### src/rtl/bnn_dense_layer.sv
// Binary dense layer: XNOR-popcount per CHUNK bits, threshold per neuron; CALC = N_OUT*NCH+1 cycles.
// Latency N_OUT*NCH+1 cycles from rcv_ack; result held in SND_WAIT/SND until downstream releases snd_req.
module bnn_dense_layer #(
    parameter int N_IN  = 784,
    parameter int N_OUT = 256,
    parameter int CHUNK = 16,
    localparam int NCH  = N_IN / CHUNK,
    localparam int CW   = $clog2(N_IN + 1),
    localparam int AW   = $clog2(N_OUT * NCH)
) (
    input  logic             clk,
    input  logic             xrst,
    input  logic [N_IN-1:0]  inputs,
    input  logic             rcv_ack,
    output logic             rcv_req,
    output logic [AW-1:0]    w_addr,
    input  logic [CHUNK-1:0] w_data,
    input  logic [CW-1:0]    thr_data,
    input  logic             snd_req,
    output logic             snd_ack,
    output logic [N_OUT-1:0] outputs,
    output logic             busy
);
    localparam int TOT = N_OUT * NCH;
    localparam int JW  = (N_OUT > 1) ? $clog2(N_OUT) : 1;
    localparam int KW  = (NCH > 1) ? $clog2(NCH) : 1;

    localparam logic [1:0] S_IDLE     = 2'd0;
    localparam logic [1:0] S_CALC     = 2'd1;
    localparam logic [1:0] S_SND_WAIT = 2'd2;
    localparam logic [1:0] S_SND      = 2'd3;

    logic [1:0]       state_q, state_d;
    logic [N_IN-1:0]  x_q, x_d;
    logic [AW-1:0]    addr_q, addr_d;
    logic             issue_q, issue_d;
    logic [JW-1:0]    j_q, j_d;
    logic [KW-1:0]    k_q, k_d;
    logic             pvld_q, pvld_d;
    logic [JW-1:0]    pj_q, pj_d;
    logic [KW-1:0]    pk_q, pk_d;
    logic [CW-1:0]    acc_q, acc_d;
    logic [N_OUT-1:0] outputs_q, outputs_d;

    logic [CHUNK-1:0] x_chunk;
    logic [CHUNK-1:0] match;
    logic [CW-1:0]    pc;
    logic [CW-1:0]    acc_sum;
    logic             last_chunk;
    logic             last_neuron;

    // pk_q/pj_q describe the chunk whose weights arrive this cycle (address issued last cycle)
    always_comb begin
        x_chunk = x_q[int'(pk_q) * CHUNK +: CHUNK];
        match   = ~(x_chunk ^ w_data);
        pc      = '0;
        for (int i = 0; i < CHUNK; i++) begin
            pc = pc + CW'(match[i]);
        end
        acc_sum     = ((pk_q == '0) ? '0 : acc_q) + pc;
        last_chunk  = (pk_q == KW'(NCH - 1));
        last_neuron = (pj_q == JW'(N_OUT - 1));
    end

    always_comb begin
        state_d   = state_q;
        x_d       = x_q;
        addr_d    = addr_q;
        issue_d   = issue_q;
        j_d       = j_q;
        k_d       = k_q;
        pvld_d    = 1'b0;
        pj_d      = pj_q;
        pk_d      = pk_q;
        acc_d     = acc_q;
        outputs_d = outputs_q;
        case (state_q)
            S_IDLE: begin
                if (rcv_ack) begin
                    x_d     = inputs;
                    state_d = S_CALC;
                    addr_d  = '0;
                    issue_d = 1'b1;
                    j_d     = '0;
                    k_d     = '0;
                end
            end
            S_CALC: begin
                if (issue_q) begin
                    pvld_d = 1'b1;
                    pj_d   = j_q;
                    pk_d   = k_q;
                    addr_d = addr_q + AW'(1);
                    if (k_q == KW'(NCH - 1)) begin
                        k_d = '0;
                        j_d = j_q + JW'(1);
                    end else begin
                        k_d = k_q + KW'(1);
                    end
                    if (addr_q == AW'(TOT - 1)) begin
                        issue_d = 1'b0;
                    end
                end
                if (pvld_q) begin
                    acc_d = acc_sum;
                    if (last_chunk) begin
                        outputs_d[pj_q] = (acc_sum >= thr_data);
                        if (last_neuron) begin
                            state_d = S_SND_WAIT;
                        end
                    end
                end
            end
            S_SND_WAIT: begin
                if (snd_req) begin
                    state_d = S_SND;
                end
            end
            default: begin
                if (!snd_req) begin
                    state_d = S_IDLE;
                end
            end
        endcase
    end

    always_ff @(posedge clk or negedge xrst) begin
        if (!xrst) begin
            state_q   <= S_IDLE;
            x_q       <= '0;
            addr_q    <= '0;
            issue_q   <= 1'b0;
            j_q       <= '0;
            k_q       <= '0;
            pvld_q    <= 1'b0;
            pj_q      <= '0;
            pk_q      <= '0;
            acc_q     <= '0;
            outputs_q <= '0;
        end else begin
            state_q   <= state_d;
            x_q       <= x_d;
            addr_q    <= addr_d;
            issue_q   <= issue_d;
            j_q       <= j_d;
            k_q       <= k_d;
            pvld_q    <= pvld_d;
            pj_q      <= pj_d;
            pk_q      <= pk_d;
            acc_q     <= acc_d;
            outputs_q <= outputs_d;
        end
    end

    assign rcv_req = (state_q == S_IDLE);
    assign snd_ack = (state_q == S_SND);
    assign busy    = (state_q == S_CALC);
    assign w_addr  = (busy && issue_q) ? addr_q : '0;
    assign outputs = outputs_q;

endmodule

### config.mk
export PLATFORM = sky130hd
export DESIGN_NAME = bnn_dense_layer
export DESIGN_NICKNAME = d
export VERILOG_FILES = /design/src/rtl/bnn_dense_layer.sv
export SDC_FILE = /design/constraint.sdc
export NUM_CORES = 2
export LEC_CHECK = 0
export CAP_MARGIN = 10
export CORE_UTILIZATION = 25
export CTS_BUF_LIST = sky130_fd_sc_hd__clkbuf_16
export CTS_CLUSTER_SIZE = 12
export DETAILED_ROUTE_END_ITERATION = 10
export HOLD_SLACK_MARGIN = 0.05
export SYNTH_ARGS = -nofsm -noshare
export SYNTH_HDL_FRONTEND = slang
export SYNTH_SLANG_ARGS = --single-unit
### constraint.sdc
create_clock -name clk -period 9.6 [get_ports clk]
set_clock_uncertainty 0.05 [all_clocks]
set_input_delay 1.44 -clock clk [delete_from_list [all_inputs] [get_ports clk]]
set_output_delay 1.44 -clock clk [all_outputs]
set_load 0.02 [all_outputs]
==> metrics.md <==
| Metric | Value |
|---|---|
| Routed wire per std cell | 26.7 um |
| Clk_lat worst skew | ~0.8 ns |
| Initial Utilization | 25.2% |
| Post-Syn Nets | roughly 4,300 |
| Setup violations, final | 0 |
| Area of the multi-input gates | 20,400 um2 |
| Yosys warns | 0 |
| FF/Latch Area | 27,400 um2 |
| Number of synthesized flops with an enable pin | 0 |
| CP startpoint | pk_q[0] |
| DR vias | between 30,000 and 40,000 |
| Largest net degree at the start of global routing | around 180 |
| H-Tree Depth | 4 |
| Max Root-Sink Buffers | 3 |
| DR iter-0 viols | 2,270 |
| FMAX | 110 MHz |
| Critical path endpoint category | flip-flop |
| Final WL | slightly below 200 mm |
| Post-synth cell types | 52 |
| Hold Vio Cnt, Final | 0 |
| Fillers | between 15,000 and 20,000 |
| Min-Delay Startpoint | acc_q[2] |
| Share of post-route cells with drive strength above 1 | around 28% |
| Most common cell after layout, fill and taps aside | dfrtp_1 |
| TritonRoute pass-1 iters | 6 |
| Crit Path Category | flip-flop to flip-flop |
| Cts repair resizes | 0 |
| Die width | 446 um |
| Final net count | between 5,000 and 6,000 |
| Synth async-reset ratio | 100% |
| First-pass GRT wire length | around 270 mm |
| Synth Register Bits | roughly 1,100 |
| TritonCTS clock tree | built |
| Crit share post-route | between 90% and 100% |
| Critical path fanouts, max | 53 |
| Cell row count | roughly 160 |
| Routed Antenna Nets | 0 |
| Final min period | a little over 9 ns |
| Syn avg cell area | between 10 and 15 um2 |
| Placer Congestion | between 0.8 and 0.9 |
| Area grow syn2layout | 36.8% |
| Status | finished, final reports clean |
| Die Ht | 446 um |
| Leakage | ~0.026 uW |
| Vias in the first global route | ~36,000 |
| Vias/cell | just under 5 |
| Placed Cells incl. Taps | roughly 7,000 |
| Most frequent cells in the layout | dfrtp_1 (1,092), clkdlybuf4s50_1 (1,085), mux2_2 (802), o21ai_0 (270), o41ai_1 (255) |
| Clock sink total | between 1,000 and 1,500 |
| Postcts setup bufs | 0 |
| Synthesized area | a little under 50,000 um2 |
| Fin Setup TNS | 0 ns |
| PortBufs | about 1,100 |
| Reg2reg start | pk_q[0] |
| Post-DP HPWL | approximately 150 mm |
| Max-Cap Viols | 0 |
| Max-slew headroom | approximately a fifth |
| Worst VDD drop | between 800 and 900 uV |
| Worst EP arrival | between 9 and 10 ns |
| Sequential cell area fraction in the yosys report | a little under three fifths |
| Root Driver | clkbuf_16 |
| Core ar. | between 150,000 and 200,000 um2 |
| Slew Limit Fails | 0 |
| PD cells | between 300 and 400 nW/um2 |
| Worst setup SP type | flip-flop |
| Most used flip-flop cell after synthesis | dfrtp_1 |
| Final global-route overflow total | 0 |
| Post-Layout Cell Count | a little over 7,000 |
| Required time worst endpoint | 10.16 ns |
| Initial antenna violation count | 85 |
| Gate count after technology mapping | 3,453 |
| Worst-Margin Slew | around 1.2 ns |
| I/O pins | between 1,000 and 1,500 |
| Global Route Usage Sum | about a fifth |
| CTS Buf Count | about 130 |
| Hold Buf Count CTS | 0 |
| DRC viols | 0 |
| Clock-pin slew on the worst setup and hold paths | approximately 0.07 ns |
| Die area | just under 200,000 um2 |
| Worst Hold Class | flip-flop to flip-flop |
| RSZ-0062 raised after global routing | no |
flip-flops by register name, summed over array words and instances, names as in the netlist:
signal   cells
acc_q       10
addr_q      14
issue_q      1
j_q          8
k_q          6
outputs    256
pj_q         8
pk_q         6
pvld_q       1
state_q      2
x_q        784
metal layers:
metal | up-vias | global-route usage [%] | routed length, um
met5 | - | 0 | 348
met4 | 54 | 8.42 | 7710
met3 | 325 | 5.06 | 14100
met2 | 1472 | 33.0 | 99000
met1 | 18353 | 21.8 | 72000
li1 | 15282 | - | -
final timing paths:
| kind | to | slack, ns | cells past startpoint |
|---|---|---|---|
| worst max-delay path | outputs[221] | 0.50 | 26 |
| worst min-delay path | acc_q[2] | 0.44 | 2 |
| worst max register to register | outputs[221] | 0.50 | 26 |
| worst min register to register | acc_q[2] | 0.44 | 2 |
| max in group asynchronous | x_q[158] | 6.48 | 3 |
| min in group asynchronous | outputs[144] | 0.62 | 1 |
cell families after synthesis:
group,synth area share (%)
flops,55.7
mux,27.7
compound gates,9.21
buf+inv,3.07
simple gates,2.48
xor+xnor,0.747
fa+ha+maj,1.15
critical path, cell delays in order, from the launching register on:
cell and delay, ns:
dfrtp_4 0.83, buf_4 0.35, mux4_2 0.57, mux4_2 0.48, nor3_1 0.54, nor4_1 0.16, buf_4 0.18, xor2_1 0.15
fa_1 0.52, fa_1 0.51, fa_1 0.58, inv_1 0.07, fa_1 0.51, fa_1 0.48, fa_1 0.42, a21o_1 0.22
a21oi_1 0.22, o21bai_1 0.12, nand2_1 0.11, xor2_1 0.17, nor2_1 0.06, ha_1 0.29, nor2b_1 0.14, o21ai_0 0.20
o211a_4 0.28, buf_4 0.47, o41ai_1 0.18
power by group:
| part | switching, uW | internal (uW) |
|---|---|---|
| combinational | 6360 | 5900 |
| clock | 2080 | 2720 |
| sequential | 1150 | 6380 |
| total | 9590 | 15000 |
Yosys cell counts, drive strengths merged (17+ instances only):
library cell	n	share of area (%)
a21oi	28	0.28
and3	18	0.23
buf	57	0.82
clkbuf	258	2.0
dfrtp	1096	56
ha	26	0.66
inv	36	0.27
mux2	802	18
mux2i	18	0.37
mux4	195	9.0
nand2	75	0.57
nand3	32	0.33
nor2	44	0.34
nor4	20	0.25
o211ai	17	0.26
o21ai	270	2.7
o22ai	32	0.41
o41ai	255	4.5
xor2	27	0.48
per-stage QoR:
| stage | util, % | setup WS, ns | total power (uW) | area, um2 | hold slack, ns |
|---|---|---|---|---|---|
| detailed placement | 32.4 | 0.452 | 20100 | 63300 | 0.420 |
| floorplan | - | 2.29 | 15400 | 49300 | 0.387 |
| finish | 34.5 | 0.500 | 24600 | 67400 | 0.443 |
| CTS | 34.4 | 0.431 | 25000 | 67300 | 0.442 |
| global placement | 32.4 | 0.445 | 19600 | 63300 | 0.408 |
| global route | 34.5 | 0.249 | 26100 | 67400 | 0.460 |
cell type report:
class	count	share of cell area, %
antenna	40	0.149
clock buffer	132	4.90
clock inverter	97	1.08
inverter	37	0.206
multi-input combinational	2005	30.2
sequential	1096	40.7
tap	2624	4.87
timing repair buffer	1208	17.8
Power figures use the tool's default switching activity.
